### src/rtl/fb_scanout.sv
// -----------------------------------------------------------------------------
// fb_scanout
//
// Read-side client of the frame buffer. Generates VGA timing (640x480@60 with
// the default parameters) from Clk at a pixel rate of Clk/2. Issues one
// frame-buffer read address per pixel, maps the returned 5-bit colour index
// through a 32-entry palette, and drives 4:4:4 RGB plus syncs to the DAC.
//
// Optional feature macro: PALETTE_WR_EN
//   defined   - palette is a 32x12 register file written through Pal_* ports
//   undefined - Pal_* ports are absent and the palette is a fixed gray ROM
//
// Ports
//   Clk          in   system clock (50 MHz)
//   Reset_h      in   synchronous, active-high reset
//   Read_AddrX   out  frame-buffer read column (0 outside active video)
//   Read_AddrY   out  frame-buffer read row    (0 outside active video)
//   FbColorIdx   in   frame-buffer read data, valid 1 Clk after the address;
//                     only bits [4:0] are used
//   pixel_clk    out  pixel enable / DAC clock, high on every second Clk
//   hs, vs       out  active-low syncs, aligned with RGB
//   blank        out  1 = active video, 0 = blanking, aligned with RGB
//   Red/Green/Blue out 4-bit pixel colour
//   frame_start  out  one-Clk pulse on the edge the counters wrap to (0,0)
//   Pal_We       in   palette write strobe        (PALETTE_WR_EN only)
//   Pal_Addr     in   palette write index         (PALETTE_WR_EN only)
//   Pal_Data     in   palette write data {R,G,B}  (PALETTE_WR_EN only)
//
// Pipeline for pixel (h,v):
//   E0  counters become (h,v), Read_Addr registered
//   E1  frame buffer returns the index; sync/blank captured into stage 1
//   E2  palette output, hs, vs and blank all registered onto the pins
// -----------------------------------------------------------------------------
module fb_scanout #(
  parameter int H_ACTIVE = 640,
  parameter int H_SYNC_S = 656,
  parameter int H_SYNC_E = 752,
  parameter int H_TOTAL  = 800,
  parameter int V_ACTIVE = 480,
  parameter int V_SYNC_S = 490,
  parameter int V_SYNC_E = 492,
  parameter int V_TOTAL  = 525
) (
  input  logic        Clk,
  input  logic        Reset_h,
  output logic [10:0] Read_AddrX,
  output logic [10:0] Read_AddrY,
  input  logic [7:0]  FbColorIdx,
  output logic        pixel_clk,
  output logic        hs,
  output logic        vs,
  output logic        blank,
  output logic [3:0]  Red,
  output logic [3:0]  Green,
  output logic [3:0]  Blue,
  output logic        frame_start
`ifdef PALETTE_WR_EN
  ,
  input  logic        Pal_We,
  input  logic [4:0]  Pal_Addr,
  input  logic [11:0] Pal_Data
`endif
);

  localparam logic [10:0] H_LAST  = 11'(H_TOTAL - 1);
  localparam logic [10:0] V_LAST  = 11'(V_TOTAL - 1);
  localparam logic [10:0] H_ACT   = 11'(H_ACTIVE);
  localparam logic [10:0] V_ACT   = 11'(V_ACTIVE);
  localparam logic [10:0] H_SS    = 11'(H_SYNC_S);
  localparam logic [10:0] H_SE    = 11'(H_SYNC_E);
  localparam logic [10:0] V_SS    = 11'(V_SYNC_S);
  localparam logic [10:0] V_SE    = 11'(V_SYNC_E);

  // Default palette entry: 4-bit gray level taken from the top index bits,
  // so entry 0 is black and entry 31 is white.
  function automatic logic [11:0] default_entry(input logic [4:0] idx);
    return {idx[4:1], idx[4:1], idx[4:1]};
  endfunction

  logic [10:0] hc;
  logic [10:0] vc;
  logic [10:0] hc_next;
  logic [10:0] vc_next;
  logic        active_next;
  logic        active_cur;
  logic        hs_cur;
  logic        vs_cur;
  logic        hs_d1;
  logic        vs_d1;
  logic        blank_d1;
  logic [11:0] pal_rd;

  // Upper index bits carry no colour information.
  logic unused_idx_bits;
  assign unused_idx_bits = ^FbColorIdx[7:5];

  // ---------------------------------------------------------------------------
  // Counter next-state. pixel_clk is the registered enable: counters only move
  // on the edges where it is currently high, i.e. every second Clk.
  // ---------------------------------------------------------------------------
  always_comb begin
    hc_next = hc;
    vc_next = vc;
    if (pixel_clk) begin
      if (hc == H_LAST) begin
        hc_next = '0;
        if (vc == V_LAST) begin
          vc_next = '0;
        end else begin
          vc_next = vc + 11'd1;
        end
      end else begin
        hc_next = hc + 11'd1;
      end
    end
  end

  assign active_next = (hc_next < H_ACT) && (vc_next < V_ACT);
  assign active_cur  = (hc < H_ACT) && (vc < V_ACT);
  assign hs_cur      = !((hc >= H_SS) && (hc < H_SE));
  assign vs_cur      = !((vc >= V_SS) && (vc < V_SE));

  // ---------------------------------------------------------------------------
  // Palette
  // ---------------------------------------------------------------------------
`ifdef PALETTE_WR_EN
  logic [11:0] pal [32];

  // A write and a lookup of the same entry in one cycle return the old value:
  // the lookup reads the register before the non-blocking update lands.
  always_ff @(posedge Clk) begin
    if (Reset_h) begin
      for (int i = 0; i < 32; i++) begin
        pal[i] <= default_entry(5'(i));
      end
    end else if (Pal_We) begin
      pal[Pal_Addr] <= Pal_Data;
    end
  end

  assign pal_rd = pal[FbColorIdx[4:0]];
`else
  assign pal_rd = default_entry(FbColorIdx[4:0]);
`endif

  // ---------------------------------------------------------------------------
  // Timing, address and output pipeline
  // ---------------------------------------------------------------------------
  always_ff @(posedge Clk) begin
    if (Reset_h) begin
      pixel_clk   <= 1'b0;
      hc          <= '0;
      vc          <= '0;
      Read_AddrX  <= '0;
      Read_AddrY  <= '0;
      frame_start <= 1'b0;
      hs_d1       <= 1'b1;
      vs_d1       <= 1'b1;
      blank_d1    <= 1'b0;
      hs          <= 1'b1;
      vs          <= 1'b1;
      blank       <= 1'b0;
      Red         <= '0;
      Green       <= '0;
      Blue        <= '0;
    end else begin
      pixel_clk <= ~pixel_clk;
      hc        <= hc_next;
      vc        <= vc_next;

      // Pulse only on an advancing edge that lands on (0,0); the reset state
      // itself is also (0,0) but never produces a pulse.
      frame_start <= pixel_clk && (hc_next == '0) && (vc_next == '0);

      // Address follows the counters on the edge they move; outside the
      // visible area it parks at (0,0) so it never leaves the frame buffer.
      if (pixel_clk) begin
        Read_AddrX <= active_next ? hc_next : 11'd0;
        Read_AddrY <= active_next ? vc_next : 11'd0;
      end

      // Stage 1: sync/blank of the pixel addressed on the previous edge.
      hs_d1    <= hs_cur;
      vs_d1    <= vs_cur;
      blank_d1 <= active_cur;

      // Stage 2: everything for that pixel hits the pins together.
      hs    <= hs_d1;
      vs    <= vs_d1;
      blank <= blank_d1;
      if (blank_d1) begin
        {Red, Green, Blue} <= pal_rd;
      end else begin
        {Red, Green, Blue} <= 12'h000;
      end
    end
  end

endmodule

### config.mk
export PLATFORM = sky130hd
export DESIGN_NAME = fb_scanout
export DESIGN_NICKNAME = d
export VERILOG_FILES = /design/src/rtl/fb_scanout.sv
export SDC_FILE = /design/constraint.sdc
export NUM_CORES = 1
export LEC_CHECK = 0
export ABC_CLOCK_PERIOD_IN_PS = 2900
export BUFFER_PORTS_ARGS = -buffer_cell sky130_fd_sc_hd__buf_4
export CAP_MARGIN = 0
export CORE_ASPECT_RATIO = 0.9
export CORE_MARGIN = 2
export CORE_UTILIZATION = 45
export DETAILED_ROUTE_END_ITERATION = 16
export MAX_ROUTING_LAYER = met4
export PLACE_DENSITY_LB_ADDON = 0.1
export SETUP_SLACK_MARGIN = 0.3
export SYNTH_ARGS = -nofsm -noshare
export SYNTH_HDL_FRONTEND = slang
export SYNTH_SLANG_ARGS = --single-unit
### constraint.sdc
create_clock -name Clk -period 2.9 [get_ports Clk]
set_input_delay 0.725 -clock Clk [delete_from_list [all_inputs] [get_ports Clk]]
set_output_delay 0.725 -clock Clk [all_outputs]
set_load 0.03 [all_outputs]
[Word level (Yosys, flattened, before mapping)]
Index checks and enable logic that the tools add are counted.
Cells by class
  $add $sub $neg: 2
  order comparisons: 8
  equal/unequal tests: 2
  multiplexer cells: 7
  bitwise logic cells: 2
  reduce and logical (&&, ||, !) cells: 11
Operator list (count)
  $mux 11: 7
  $lt 11x10->1 const B: 3
  $lt 11x9->1 const B: 3
  $add 11x1->11 const B: 2
  $eq 11x10->1 const B: 2
  $logic_not 11->1: 2
  $ge 11x10->1 const B: 1
  $ge 11x9->1 const B: 1
  $logic_and 1x1->1: 6
  $logic_not 1->1: 2
  $not 1->1: 2
  $reduce_or 2->1: 1
Storage, ports and cells
  register bits: 56
  input bits: 10
  output and inout port bits: 39
  logic and storage cells: 45

[Longest topological paths before layout]
Gate-level depths: netlist of the first run.
  depth in word-level cells: 7
  gate-level depth with buffers: 10
  depth with buffers taken out: 8

[Worst setup path before layout of the first run]
Ideal clock, no wire load.
  path type: reg2reg
  from: reg hc[6]
  to: reg frame_start
  setup time: 0.087 ns
  data arrival time: 2.352 ns
  path slack: 0.461 ns
  cell stages (with the launch flop): 8
  clock period less this slack: 2.439 ns
  cells stage by stage: dfxtp_1 > buf_6 > or4b_4 > or3_4 > o31a_1 > o41ai_2 > nand4_1 > nor4b_2
On the way
  cells in the longest elaborated chain, start to end: 6
  elaborated cells on any way between the ends: 10
  those cells by class: add/sub (1); eq/ne (1); mux (4); reduce/logical (4)
Ends and longest elaborated chain
  start, declared: RTL line 80  | logic [10:0] hc;
  start signal, assigned: RTL line 168  | hc <= hc_next;
  $add 11x1->11 / $eq 11x10->1 (equally long branches): RTL line 113, 105
  $mux 11: RTL line 105  | if (hc == H_LAST) begin
  $mux 11: RTL line 104  | if (pixel_clk) begin
  $logic_not 11->1: RTL line 173  | frame_start <= pixel_clk && (hc_next == '0) && (vc_next == '0);
  $logic_and 1x1->1: RTL line 173
  $logic_and 1x1->1 (*): RTL line 173
  end signal, assigned: RTL line 173
  end, declared: RTL line 56  | output logic frame_start
Every way passes the cells marked *; elsewhere a longest branch is shown, timed or not.
A chain may end at the register's enable or synchronous reset.

[Final worst setup path of the first run]
Same ends and word-level chain as after synthesis.

==> results.toml, run 1 <==
[outcome]
status = "finished clean"

[worst_setup_path]
critical_path_required_ns = 3.12
path_class = "flop to flop"
start_kind = "flop"
cp_max_fo = 5
crit_arrival_ns = 2.72
end_kind = "flop"

[synthesis]
yosysWarnings = 0
netlist.area_leader.share_pct = 40.7
yosysTopAreaCell = "dfxtp_1"
synth.distinct_cells = 53
synthFlopType = "dfxtp_1"
netlist_area_um2 = 2760
synth_seq_area_share_pct = 40.7
synth_fp_nets = 330
syn_inst = 317
synthArstFlopShare_pct = 0
avgSynthCellArea_um2 = 8.69
yosys_register_bits = 56
synth.area.top_cells = "dfxtp_1 (41%), nand2_1 (5.9%), xnor2_1 (5.1%)"
synth_edf_count = 0

[global_route]
grt_pass1_wl_um = 11100
grt_max_degree = 30
grt_remaining_overflow = 0
track_usage_pct = 21.2
grt_pass1_vias = 2217
antenna_found_initial = 0

[layout]
layout.nets = 377
filler_cell_count = 553
syn_to_final_growth_pct = 25.0
drive_gt1_share_pct = 32.1
num_antenna_cells = 0

[timing]
max_slew.worst_pin.slew_ns = 0.697
report.final.hold_viol_count = 0
skew_ns = 0.00576
hold_slack_ns = 0.417
slew_headroom_pct = 53.1
setup_tns_ns = 0
post-route-period-util_pct = 86.0
slew_violations = 0
max_freq_mhz = 401
period_minus_slack_ns = 2.49
setup_viol = 0
grt_setup_unrepaired = "no"

[route]
wl_per_cell_um = 15.3
routed_wl_um = 6680
vias_per_cell = 5.47
postRouteAntennaNets = 0
via_count = 2384
drc = 0
first_pass_iters = 4
first_iter_violations = 156

[placement]
dpl.hpwl_um = 4680
routabilityCongestion = 0.909
port_buffers = 44

[floorplanning]
floorplan.initialDensity_pct = 45.8
io-pin-count = 49
rows = 27
dieWidth_um = 86.5
die_h_um = 78.2
coreArea_um2 = 6010
dieArea_um2 = 6770

[power]
pwr-share-seq_pct = 52.7
ir_worst_vdd_uv = 186
p_total_uw = 1490
internal_power_uw = 1160
clock_power_share_pct = 40.2
power.density_nw_per_um2 = 432
leakage_uw = 0.00131
swShare_pct = 22.4
p_switching_uw = 333
comb_power_share_pct = 7.2

[clock_network]
cts_tree = "done"
ctsHoldBuffers = 0
clock_sinks = 56
path_clk_slew_ns = 0.10
clk_latency_ns = 0.31
cts-root-buf = "clkbuf_8"
cts_max_path_buffers = 2
h-tree-depth = 2
cts_buffers = 5

[flow_run]
timing.max_cap.violations = 0

[worst_hold_path]
hold_path.class = "flop to flop"
## worst max-delay path: stages, from the launching register on
cell and delay, ns:
dfxtp_4 0.35, or4b_4 0.54, or3_4 0.39, or4_1 0.54
xor2_2 0.19, o2111ai_1 0.15, nor4b_2 0.25
## metal layers
layer  vias to the layer above  share of wire (%)  GRT usage [%]
li1                       1201                  -              -
met1                      1142                 48           30.1
met2                        36                 48           32.2
met3                         5                2.5           3.15
met4                         0               0.76           4.69
met5                         -                  0              -
## area by class of cell
class                           count  area [µm²]  area share, %
Timing Repair Buffer               71         557           16.2
Inverter                            7        26.3          0.763
Tap cell                           72        90.1           2.62
Sequential cell                    56        1140           33.1
Clock inverter                      2        60.1           1.74
Clock buffer                        5        68.8           2.00
Multi-Input combinational cell    223        1500           43.7
## Yosys cell counts, types with 2 or more instances
| cell | count |
|---|---|
| dfxtp_1 | 56 |
| nand2_1 | 43 |
| nor2_1 | 33 |
| clkbuf_1 | 17 |
| xnor2_1 | 16 |
| nand4_1 | 10 |
| a21oi_1 | 9 |
| nor3_1 | 9 |
| o31ai_2 | 9 |
| buf_4 | 8 |
| and2_1 | 7 |
| inv_1 | 7 |
| o21ai_0 | 7 |
| o41ai_1 | 7 |
| nand3_1 | 6 |
| buf_2 | 4 |
| nand2b_1 | 4 |
| nor2b_1 | 4 |
| nor4_1 | 4 |
| or2_2 | 4 |
| and3_1 | 3 |
| ha_1 | 3 |
| mux2i_1 | 3 |
| o21a_1 | 3 |
| o31ai_1 | 3 |
| or4_1 | 3 |
| xor2_1 | 3 |
| and4_1 | 2 |
| buf_6 | 2 |
| mux2_2 | 2 |
| nor4b_1 | 2 |
| o31a_1 | 2 |
| or3_1 | 2 |
## final timing paths
path | slack [ns] | from | depth (start not counted) | to
worst max register to register | 0.41 | hc[6] | 6 | frame_start
worst max-delay path | 0.41 | hc[6] | 6 | frame_start
worst min-delay path | 0.42 | vs_d1 | 1 | vs
worst min register to register | 0.42 | vs_d1 | 1 | vs
## logic make-up after synthesis
logic type	share of synthesized area [%]
fa+ha+maj	1.36
buf+inv	6.99
mux	1.91
simple gates	26.6
xor+xnor	6.04
compound gates	16.4
flops	40.7
## flip-flops by register name, summed over array words and instances, names as in the netlist
register / cells
Read_AddrY: 11
hs: 1
Blue: 4
blank: 1
vc: 11
hs_d1: 1
hc: 11
Read_AddrX: 11
pixel_clk: 1
frame_start: 1
vs_d1: 1
vs: 1
blank_d1: 1
## power by group through the flow
stage	combinational, µW	sequential (µW)	clock, µW
2_1_floorplan	58.2	819	0
3_3_place_gp	105	805	0
3_5_place_dp	105	805	0
4_1_cts	105	784	616
5_1_grt	116	787	653
6_report	107	784	598
## what timing repair did
item	in CTS	in global routing
cloned	0	1
buffers inserted	3	5
pin swaps	4	8
resized for setup	9	16
setup endpoints to repair	4	20
## placed cells by master, fill, tap and decap left out, types with 4 or more instances in the layout
cell type   n
nor3_1      7
xnor2_1    14
nand2_1    42
clkbuf_8    5
nor2b_1     4
o31ai_2     9
nand2b_1    4
dfxtp_1    50
o21ai_0     7
dfxtp_4     4
nand4_1    10
a21oi_1     9
inv_1       7
and2_1      7
o41ai_1     6
nor2_1     33
buf_4      66
or2_2       4
nand3_1     5
## metrics by stage
step / utilization (%) / cell area [µm²] / instances / worst slack, ns
finish: 57.3 / 3440 / 436 / 0.406
global route: 57.3 / 3440 / 436 / 0.300
CTS: 55.3 / 3330 / 430 / 0.304
detailed placement: 52.5 / 3160 / 420 / 0.240
global placement: 52.5 / 3160 / 420 / 0.238
floorplan: - / 2760 / 317 / 0.461
(Power assumes the default switching activity.)
==> run 2, diff against run 1 <==
--- a/config.mk
+++ b/config.mk
@@ -5,12 +5,14 @@
 export SDC_FILE = /design/constraint.sdc
 export NUM_CORES = 1
 export LEC_CHECK = 0
+export ABC_AREA = 1
 export ABC_CLOCK_PERIOD_IN_PS = 2900
 export BUFFER_PORTS_ARGS = -buffer_cell sky130_fd_sc_hd__buf_4
 export CAP_MARGIN = 0
-export CORE_ASPECT_RATIO = 0.9
+export CORE_ASPECT_RATIO = 2
 export CORE_MARGIN = 2
 export CORE_UTILIZATION = 45
+export CTS_CLUSTER_DIAMETER = 30
 export DETAILED_ROUTE_END_ITERATION = 16
 export MAX_ROUTING_LAYER = met4
 export PLACE_DENSITY_LB_ADDON = 0.1
==> run 2 against run 1 <==
Against the previous run:
- clock-buffer cell count rose by 1
- utilization fell by 3.7 points
- clock power rose by 16%
- flip-flop and latch count did not move
- largest power group unchanged
- routed wire length rose by 19%
- first-iteration DRC count rose by 7.7%
- combinational power fell by 6%
- hold slack got worse by 0.011 ns
- area after synthesis rose by 9.4%
- via count rose by 17%
==> results.toml, run 2 <==
[synthesis]
yosysWarnings = 0
synth.area.top_cells = "dfxtp_1 (37%), nand2_1 (15%), nor2_1 (8.3%)"
avgSynthCellArea_um2 = 6.98
synthFlopType = "dfxtp_1"
netlist_area_um2 = 3020
synth_fp_nets = 445
yosys_register_bits = 56
synth_edf_count = 0
synth_common_cells = "nand2_1 (118), nor2_1 (67), dfxtp_1 (56), inv_1 (47), nand3_1 (36)"
syn_inst = 432
synth.distinct_cells = 36
yosysTopAreaCell = "dfxtp_1"
synth_seq_area_share_pct = 37.2
synth_most_common_cell = "nand2_1"
synthArstFlopShare_pct = 0
netlist.area_leader.share_pct = 37.2

[global_route]
grt_max_degree = 29
grt_pass1_wl_um = 13000
track_usage_pct = 24.5
antenna_found_initial = 0
grt_pass1_vias = 2800
grt_remaining_overflow = 0

[layout]
filler_cell_count = 677
final_common_cell = "nand2_1"
num_antenna_cells = 0
syn_to_final_growth_pct = 16.8
final_cell_mix = "nand2_1 (118), nor2_1 (67), dfxtp_1 (56), buf_4 (51), inv_1 (47)"
design_area_um2 = 3520
layout.nets = 481
drive_gt1_share_pct = 21.1

[timing]
period_minus_slack_ns = 2.37
setup_viol = 0
slew_headroom_pct = 59.0
slew_violations = 0
skew_ns = 0.00855
setup_tns_ns = 0
post-route-period-util_pct = 81.8
max_freq_mhz = 422
max_slew.worst_pin.slew_ns = 0.614
report.final.hold_viol_count = 0
grt_setup_unrepaired = "no"

[floorplanning]
die_h_um = 120
floorplan.initialDensity_pct = 45.9
coreArea_um2 = 6570
dieArea_um2 = 7410
io-pin-count = 49
rows = 42
dieWidth_um = 61.9

[worst_setup_path]
end_kind = "flop"
crit_top_cell = "nand3_1"
crit_chain = "ha_1 > buf_4 > nand3_1 > nor2_2 > nand3_2 > nand3_2 > nand2_1 > nand3_1 > nand2_2 > nor2_8 > nand3_1 > nand2_1"
start_kind = "flop"
path_class = "flop to flop"
crit_arrival_ns = 2.61
crit_path_top_delay_cell = "dfxtp_1"
startpoint = "hc[0]"
critical_path_required_ns = 3.14
r2r_end = "Read_AddrY[4]"
r2r_slack_ns = 0.53
worst-r2r-cell-count = 12
cp_max_fo = 19
worst_path_largest_cell_delay_ns = 0.38
r2r-start = "hc[0]"

[worst_hold_path]
hold_path.class = "flop to flop"
hold_end = "hs"
hp-start = "hs_d1"
whs_path_depth = 1

[placement]
port_buffers = 44
routabilityCongestion = 0.991
dpl_cell_area_um2 = 3350
dpl.hpwl_um = 6260

[clock_network]
cts_tree = "done"
clock_sinks = 56
cts_max_path_buffers = 2
cts_resized = 0
cts-root-buf = "clkbuf_16"
h-tree-depth = 2
cts_buffers = 5
path_clk_slew_ns = 0.07
post-cts-setup-buffers = 0
clk_latency_ns = 0.29
ctsHoldBuffers = 0

[route]
first_pass_iters = 4
via_count = 2789
wl_per_cell_um = 14.2
vias_per_cell = 5.01
drc = 0
routed_wl_um = 7930
postRouteAntennaNets = 0
first_iter_violations = 168

[power]
power.density_nw_per_um2 = 450
ir_worst_vdd_uv = 356
leakage_uw = 0.00170

[flow_run]
timing.max_cap.violations = 0

[outcome]
status = "finished clean"
[run 2: worst max-delay path: cells and delay by family, from the launching register on]
family	cells	cell delay, ns
flops	1	0.38
buf+inv	1	0.18
simple gates	10	1.53
fa+ha+maj	1	0.23
[run 2: where the power goes]
part	switching, µW	internal [µW]
combinational	67.8	33.5
sequential	10.4	778
clock	283	412
[run 2: worst max path at each step]
stage / to / slack [ns] / depth (start not counted)
detailed placement: Read_AddrY[4] / 0.53 / 13
global route: Read_AddrY[4] / 0.34 / 12
finish: Read_AddrY[4] / 0.53 / 12
CTS: Read_AddrY[4] / 0.52 / 12
floorplan: Read_AddrX[2] / 1.00 / 11
global placement: Read_AddrY[4] / 0.57 / 11
[run 2: kinds of logic after synthesis]
group	count (synthesis)	synth area share, %
AOI/OAI and AO/OA	16	2.95
DFF	56	37.2
xor gates and xnor gates	1	0.540
and+or+nand+nor	283	46.6
adders and majority gates	3	1.24
buffers and inverters	73	11.5
[run 2: stage by stage]
step           power (µW)  std cells  util [%]  hold WS [ns]  setup slack, ns
2_1_floorplan         876        432         -         0.389             1.00
3_3_place_gp          909        549      51.1         0.391            0.568
3_5_place_dp          909        549      51.1         0.397            0.533
4_1_cts              1610        557      53.6         0.413            0.515
5_1_grt              1650        557      53.6         0.419            0.338
6_report             1580        557      53.6         0.406            0.528
[run 2: metal layers]
| metal | up-vias | wire [µm] | global-route usage, % |
|---|---|---|---|
| met5 | - | 0 | - |
| met2 | 71 | 4610 | 44.2 |
| met3 | 33 | 173 | 3.66 |
| li1 | 1418 | - | - |
| met1 | 1267 | 2700 | 22.4 |
| met4 | 0 | 447 | 14.4 |
[run 2: layout make-up]
type / instances / area, µm² / area share (%)
multi-input cells: 303 / 1550 / 44.0
flip-flops and latches: 56 / 1120 / 31.8
repair buffers: 51 / 383 / 10.9
inverters: 51 / 191 / 5.44
clock buffers: 6 / 129 / 3.66
well taps: 88 / 110 / 3.13
clock inverters: 2 / 38.8 / 1.10
